File: src/rtl/decode_stage.sv
// decode_stage: instruction-decode stage between fetch and execute.
// Splits a word into opcode / register indices / extended immediate, flags
// operand usage and illegal encodings, and registers the bundle behind a
// valid/ready handshake with a 2-entry skid buffer (OUT + SKID).
module decode_stage #(
  parameter int REG_W    = 5,
  parameter int IMM_W    = 15,
  parameter int DATA_W   = 32,
  parameter int SIGN_EXT = 1,
  parameter int CNT_W    = 16,
  localparam int INST_W  = 7 + 2 * REG_W + IMM_W
) (
  input  logic              clk,
  input  logic              rst_n,
  input  logic              flush,
  input  logic              in_valid,
  output logic              in_ready,
  input  logic [INST_W-1:0] inst,
  output logic              out_valid,
  input  logic              out_ready,
  output logic [6:0]        opcode,
  output logic [REG_W-1:0]  rd,
  output logic [REG_W-1:0]  rn,
  output logic [REG_W-1:0]  rm,
  output logic [DATA_W-1:0] imm,
  output logic              is_vec,
  output logic              use_rd,
  output logic              use_rn,
  output logic              use_rm,
  output logic              use_imm,
  output logic              is_jump,
  output logic              illegal,
  output logic [CNT_W-1:0]  illegal_cnt
);

  // Long (jump) immediate covers everything below the opcode.
  localparam int LONG_W = INST_W - 7;

  typedef struct packed {
    logic [6:0]        opcode;
    logic [REG_W-1:0]  rd;
    logic [REG_W-1:0]  rn;
    logic [REG_W-1:0]  rm;
    logic [DATA_W-1:0] imm;
    logic              is_vec;
    logic              use_rd;
    logic              use_rn;
    logic              use_rm;
    logic              use_imm;
    logic              is_jump;
    logic              illegal;
  } bundle_t;

  typedef enum logic [1:0] {
    EMPTY = 2'd0,  // OUT and SKID invalid
    ONE   = 2'd1,  // OUT valid, SKID invalid
    FULL  = 2'd2   // OUT and SKID valid
  } state_t;

  state_t            state_q, state_d;
  logic              ready_q;
  bundle_t           dec, out_q, skid_q;
  logic [CNT_W-1:0]  cnt_q;
  logic              accept;
  logic              load_out_in, load_skid, move_skid, clear_out;

  logic [1:0] cls;
  logic       v_bit, m_bit;

  assign cls   = inst[INST_W-1 -: 2];
  assign v_bit = inst[INST_W-3];
  assign m_bit = inst[INST_W-4];

  // Extend the low 'width' bits of val to DATA_W (sign or zero per SIGN_EXT).
  function automatic logic [DATA_W-1:0] extend(input logic [LONG_W-1:0] val,
                                               input int width);
    logic [DATA_W-1:0] z;
    logic [DATA_W-1:0] r;
    logic              s;
    z = DATA_W'(val);
    s = (SIGN_EXT != 0) ? z[width-1] : 1'b0;
    r = '0;
    for (int i = 0; i < DATA_W; i++) begin
      r[i] = (i < width) ? z[i] : s;
    end
    return r;
  endfunction

  // Combinational decode of the presented word into a bundle.
  always_comb begin
    // NOTE: every variable gets a default before any branch so no latch is inferred.
    dec        = '0;
    dec.opcode = inst[INST_W-1 -: 7];
    unique case (cls)
      2'b00: begin
        dec.is_vec = v_bit;
        if (m_bit) begin
          dec.use_rd = 1'b1;
          dec.use_rn = 1'b1;
          dec.use_rm = 1'b1;
        end else begin
          dec.use_imm = 1'b1;
        end
      end
      2'b01: begin
        dec.is_vec  = v_bit;
        dec.use_rd  = 1'b1;
        dec.use_rn  = 1'b1;
        dec.use_rm  = !m_bit;
        dec.use_imm = m_bit;
      end
      2'b10: begin
        dec.is_vec  = v_bit;
        dec.use_rd  = 1'b1;
        dec.use_rn  = 1'b1;
        dec.use_imm = 1'b1;
      end
      default: begin
        // cls 11: v=1 is reserved; m selects branch vs long jump.
        if (v_bit) begin
          dec.illegal = 1'b1;
        end else if (m_bit) begin
          dec.is_jump = 1'b1;
          dec.use_imm = 1'b1;
        end else begin
          dec.use_rd  = 1'b1;
          dec.use_rn  = 1'b1;
          dec.use_imm = 1'b1;
        end
      end
    endcase
    // Unused fields are forced to zero so nothing stale leaks downstream.
    dec.rd = dec.use_rd ? inst[INST_W-8 -: REG_W]         : '0;
    dec.rn = dec.use_rn ? inst[INST_W-8-REG_W -: REG_W]   : '0;
    dec.rm = dec.use_rm ? inst[IMM_W-1 -: REG_W]          : '0;
    if (dec.use_imm) begin
      dec.imm = dec.is_jump ? extend(inst[LONG_W-1:0], LONG_W)
                            : extend(LONG_W'(inst[IMM_W-1:0]), IMM_W);
    end
  end

  assign accept = in_valid && ready_q && !flush;

  // Next-state and datapath-steering decisions for the skid buffer.
  always_comb begin
    state_d     = state_q;
    load_out_in = 1'b0;
    load_skid   = 1'b0;
    move_skid   = 1'b0;
    clear_out   = 1'b0;
    if (flush) begin
      state_d   = EMPTY;
      clear_out = 1'b1;
    end else begin
      unique case (state_q)
        EMPTY: begin
          if (accept) begin
            state_d     = ONE;
            load_out_in = 1'b1;
          end
        end
        ONE: begin
          if (accept && out_ready) begin
            load_out_in = 1'b1;
          end else if (accept) begin
            state_d   = FULL;
            load_skid = 1'b1;
          end else if (out_ready) begin
            state_d   = EMPTY;
            clear_out = 1'b1;
          end
        end
        FULL: begin
          if (out_ready) begin
            state_d   = ONE;
            move_skid = 1'b1;
          end
        end
        default: begin
          state_d   = EMPTY;
          clear_out = 1'b1;
        end
      endcase
    end
  end

  // State register; in_ready comes straight from its own flop.
  always_ff @(posedge clk or negedge rst_n) begin
    // NOTE: sequential state always uses non-blocking assignments.
    if (!rst_n) begin
      state_q <= EMPTY;
      ready_q <= 1'b1;
    end else begin
      state_q <= state_d;
      ready_q <= (state_d != FULL);
    end
  end

  // OUT and SKID bundle registers.
  always_ff @(posedge clk or negedge rst_n) begin
    // NOTE: bundle registers are reset because their contents are visible on the outputs.
    if (!rst_n) begin
      out_q  <= '0;
      skid_q <= '0;
    end else begin
      if (clear_out) begin
        out_q <= '0;
      end else if (load_out_in) begin
        out_q <= dec;
      end else if (move_skid) begin
        out_q <= skid_q;
      end
      if (load_skid) begin
        skid_q <= dec;
      end
    end
  end

  // Saturating count of accepted illegal words.
  always_ff @(posedge clk or negedge rst_n) begin
    if (!rst_n) begin
      cnt_q <= '0;
    end else if (accept && dec.illegal && (cnt_q != {CNT_W{1'b1}})) begin
      cnt_q <= cnt_q + CNT_W'(1);
    end
  end

  assign in_ready    = ready_q;
  assign out_valid   = (state_q != EMPTY);
  assign opcode      = out_q.opcode;
  assign rd          = out_q.rd;
  assign rn          = out_q.rn;
  assign rm          = out_q.rm;
  assign imm         = out_q.imm;
  assign is_vec      = out_q.is_vec;
  assign use_rd      = out_q.use_rd;
  assign use_rn      = out_q.use_rn;
  assign use_rm      = out_q.use_rm;
  assign use_imm     = out_q.use_imm;
  assign is_jump     = out_q.is_jump;
  assign illegal     = out_q.illegal;
  assign illegal_cnt = cnt_q;

endmodule
File: config.mk
export PLATFORM = sky130hd
export DESIGN_NAME = decode_stage
export DESIGN_NICKNAME = d
export VERILOG_FILES = /design/src/rtl/decode_stage.sv
export SDC_FILE = /design/constraint.sdc
export NUM_CORES = 1
export LEC_CHECK = 0
export ABC_AREA = 1
export BUFFER_PORTS_ARGS = -buffer_cell sky130_fd_sc_hd__buf_4
export CORE_AREA = 3 3 124 126
export CTS_CLUSTER_DIAMETER = 80
export CTS_CLUSTER_SIZE = 14
export DETAILED_ROUTE_END_ITERATION = 8
export DIE_AREA = 0 0 127 129
export MAX_ROUTING_LAYER = met4
export PLACE_DENSITY = 0.77
export SYNTH_ARGS = -nofsm -noshare
export SYNTH_HDL_FRONTEND = slang
export SYNTH_SLANG_ARGS = --single-unit
File: constraint.sdc
create_clock -name clk -period 2.8 [get_ports clk]
set_clock_uncertainty 0.2 [all_clocks]
set_input_delay 0.56 -clock clk [delete_from_list [all_inputs] [get_ports clk]]
set_output_delay 0.56 -clock clk [all_outputs]
set_load 0.05 [all_outputs]
# Word level (Yosys, flattened, before mapping)
# Index checks and enable logic that the tools add are counted.
[totals]
out_inout_bits = 79
regBits = 141
in_bits = 37
[op_classes]
muxes = 41
addsub = 1
n_reduce_logical = 14
eq_ne = 6
[ops]
columns = ["operator", "count"]
rows = [
  ["$mux 61", 3],
  ["$mux 32", 2],
  ["$mux 2", 10],
  ["$add 16x1->16 const B", 1],
  ["$mux 1", 16],
  ["$ne 16x16->1 const B", 1],
  ["$mux 5", 3],
  ["$pmux 1 s2", 3],
  ["$pmux 2 s3", 1],
  ["$logic_and 1x1->1", 5],
  ["$eq 2x1->1 const B", 2],
  ["$eq 2x2->1 const B", 2],
  ["$logic_not 2->1", 2],
  ["$pmux 2 s2", 1],
  ["$reduce_or 2->1", 2],
  ["$mux 3", 1],
  ["$pmux 1 s3", 1],
  ["$reduce_bool 3->1", 1],
  ["$reduce_or 3->1", 1],
  ["$logic_not 1->1", 2],
  ["$ne 2x2->1 const B", 1],
  ["$reduce_bool 2->1", 1],
]

# Depth between registers and ports, before layout
[depth]
depth_word = 8
mapped_depth = 11
mapped_depth_nobuf = 10

# Worst setup path before layout
# Ideal clock, no wire load.
[synth_path]
kind = "flip-flop to flip-flop"
start = "register cnt_q[0] (netlist: illegal_cnt[0])"
end = "register cnt_q[1] (netlist: illegal_cnt[1])"
setup_ns = 0.117
t_arrival_ns = 1.844
required_ns = 2.483
slack_ns = 0.639
stages_incl_launch_ff = 10
path_cell_list = "dfrtp_1 ha_1 nand3_2 clkinv_2 nand2_4 o21ai_4 inv_4 buf_6 nand2_2 nand2_2"
[synth_via]
elab_chain_cells = 2
[synth_lines]
columns = ["element", "line", "source"]
rows = [
  ["from (decl)", "63", "logic [CNT_W-1:0] cnt_q;"],
  ["from (signal assigned)", "224", "cnt_q <= cnt_q + CNT_W'(1);"],
  ["branches (longest 2 deep; another with $add 16x1->16)", "n/a", ""],
]
# Several ways; the timed one is not identified.
# A chain may end at the register's enable or synchronous reset.

# Worst setup path after layout
[layout_path]
start = "register cnt_q[0] (netlist: illegal_cnt[0])"
end = "register cnt_q[14] (netlist: illegal_cnt[14])"
# Same word-level chain as after synthesis.

==> results.toml <==
[final_layout]
fin_nets = 979
postLayoutCoreUtil_pct = 55.0
fin_cells = 1132
regArea_sq_mm = 0.00313
multiInputGateArea_sq_mm = 0.00268
final_cell_mix = "nand2_1 (316), dfrtp_1 (124), buf_4 (120)"
n_antenna_cell = 0
fillers = 1349
layout_commonest_cell = "nand2_1"
area_delta_synth_final_pct = 23.9
layout-drive-gt1-share_pct = 20.4

[placed_design]
portBuffers = 115
hpwl_mm = 10.7
place_congestion = 0.777
placedCellCount = 1100

[synthesis]
synthDistinctLibCells = 29
yosys_register_bits = 125
synth_fp_nets = 883
seq_area_frac_synth_pct = 48.9
syn_area_sq_mm = 0.00640
yosys_warnings = 0
synthCells = 840
synth_area_per_cell_sq_um = 7.62

[setup_path]
crit_required_ns = 2.91
ff2ff_path_depth = 8
worst-r2r-setup-slack_ns = 0.64
cp_common_cell = "nand2_1"
r2r-start = "illegal_cnt[0]"
critPathLaunchType = "flop"
worstSetupPathType = "flop to flop"
end_kind = "flop"
worstPathArrival_ns = 2.27
critPathMaxFanout = 18
cp_slowest_cell = "dfrtp_1"
slowest_delay_ns = 0.44
critPathTopFamily = "flip-flops"
rr_endpoint = "illegal_cnt[14]"
path_buf_inv = 2
crit_chain = "ha_1 > nand3_2 > clkinv_2 > nand2_4 > o21ai_4 > inv_4 > nand2_1 > nand2_1"

[power]
p_int_w = 0.00372
switchingPower_w = 0.00173
power.share.combinational_pct = 20.8
p_seq_share_pct = 39.7
p_sw_share_pct = 31.8
pwr_density_cell_mw_per_mm2 = 688
clockPowerShare_pct = 39.5
p_leak_nw = 4.07
vdd_ir_drop_max_mv = 0.427

[die]
rows = 44
fp.dieW_um = 127
die_y_um = 129
core_sq_mm = 0.0144
die_area_sq_mm = 0.0164
initial_core_util_pct = 44.4
io_pins = 116

[clock_network]
htreeDepth = 4
numCtsBuffers = 17
post_cts_resize_count = 0
tritoncts = "yes"
root_buffer = "clkbuf_16"
cts.path.max_buffers = 2
cts.sinks = 125
clkLatencyLatePin_ns = 0.42
clk_pin_slew_ns = 0.05

[sta]
fmax_ghz = 0.463
fin_crit_ns = 2.16
finalHoldViolCount = 0
rsz0062_at_grt = "no"
tns_ns = 0
period_share_pct = 77.1
tightest_slew_ns = 0.570
max_slew_margin_pct = 61.9
slew_viol_final = 0
setup_viol = 0

[route]
drc = 0
drt_iter0_drc = 393
vias = 5732
ant_nets = 0
wl_per_cell_um = 14.4
dr.pass1.iters = 6
routed_wl_mm = 16.3
vias_per_cell = 5.06

[global_route]
grt_pass1_wl_mm = 27.1
track_usage_pct = 21.4
overflow = 0
grt_max_degree = 70
grt_pass1_vias = 5464
antenna_found_initial = 0

[worst_hold_path]
hold_end = "state_q[0]"
min_path_type = "primary input to flop"
hp-start = "flush"
worstHoldPathCells = 2

[status]
status = "finished, final reports clean"

[job]
max_cap_viol_count = 0
-- synth_stat cells --
cell        n  area [sq um]
nand2_1   316          1190
or2_2       1          6.26
o211ai_1    8          60.1
a31oi_1     1          6.26
xnor2_1     7          61.3
buf_6       3          33.8
buf_4      15           113
nand3_1    64           320
dfrtp_1   124          3100
buf_2      18          90.1
a21oi_1    11          55.1
o21ai_1    66           330
nand3_2     3          30.0
o21ai_0    38           190
clkbuf_1   11          41.3
nor2_1     29           109
o21ai_4     1          16.3
dfstp_2     1          26.3
nand2_4     3          33.8
inv_2       6          22.5
clkinv_2    1          5.00
nor2_4      3          33.8
inv_1      78           293
ha_1        6          75.1
buf_1       1          3.75
nand2_2    16           100
nor2_2      3          18.8
nand4_1     5          31.3
inv_4       1          6.26
-- timing repair --
action / CTS / global route
buffers inserted: 0 / 0
endpoints found under the hold margin: 32 / 0
hold buffers: 1 / 0
-- sequential cells by signal (all words and copies together), names as in the netlist, 2 cells and up --
name	count
skid_q	53
imm	25
illegal_cnt	16
opcode	7
rd	5
rm	5
rn	5
state_q	2
-- final cells by class --
| type | count | area share (%) |
|---|---|---|
| Sequential cell | 125 | 39.5 |
| Multi-Input combinational cell | 581 | 33.8 |
| Clock buffer | 20 | 5.76 |
| Clock inverter | 11 | 1.50 |
| Timing Repair Buffer | 125 | 12.5 |
| Inverter | 86 | 4.12 |
| Tap cell | 184 | 2.90 |
-- metrics by stage --
stage,hold WS (ns),cell area (sq um),worst slack (ns),power (W)
after global routing,0.123,7930,0.443,0.00570
after floorplan,0.0644,6400,0.639,0.00295
after global placement,0.267,7340,0.588,0.00330
final,0.126,7930,0.642,0.00545
after CTS,0.114,7930,0.609,0.00548
after detailed placement,0.273,7340,0.534,0.00333
-- power groups by stage --
| stage | logic (W) | clock network (W) | registers (W) |
|---|---|---|---|
| 2_1_floorplan | 0.000484 | 0 | 0.00247 |
| 3_3_place_gp | 0.00112 | 0 | 0.00218 |
| 3_5_place_dp | 0.00114 | 0 | 0.00219 |
| 4_1_cts | 0.00115 | 0.00217 | 0.00216 |
| 5_1_grt | 0.00124 | 0.00227 | 0.00219 |
| 6_report | 0.00113 | 0.00215 | 0.00216 |
-- kinds of logic (layout without fill, tap and decap cells) --
| family | Yosys count | after routing | share of synthesized area (%) |
|---|---|---|---|
| compound gates | 125 | 125 | 10.3 |
| xor+xnor | 7 | 7 | 0.958 |
| fa+ha+maj | 6 | 6 | 1.17 |
| buf+inv | 134 | 242 | 9.50 |
| flops | 125 | 125 | 48.9 |
| simple gates | 443 | 443 | 29.2 |
-- layer usage --
| layer | vias up | track usage, % | wire length [um] | share of wire, % |
|---|---|---|---|---|
| li1 | 2835 | - | - | - |
| met1 | 2697 | 27.4 | 7140 | 44 |
| met2 | 169 | 33.0 | 7870 | 48 |
| met3 | 31 | 5.89 | 991 | 6.1 |
| met4 | 0 | 7.38 | 338 | 2.1 |
| met5 | - | - | 0 | 0 |
-- worst max-delay path by stage --
stage                    from              end  slack (ns)  cells after the start
6_report       illegal_cnt[0]  illegal_cnt[14]        0.64                      8
5_1_grt        illegal_cnt[0]  illegal_cnt[14]        0.44                      8
4_1_cts        illegal_cnt[0]  illegal_cnt[14]        0.61                      8
3_5_place_dp            flush       skid_q[27]        0.53                      8
3_3_place_gp         inst[30]            rn[2]        0.59                     11
2_1_floorplan  illegal_cnt[0]   illegal_cnt[1]        0.64                      9
(Power assumes the default switching activity.)
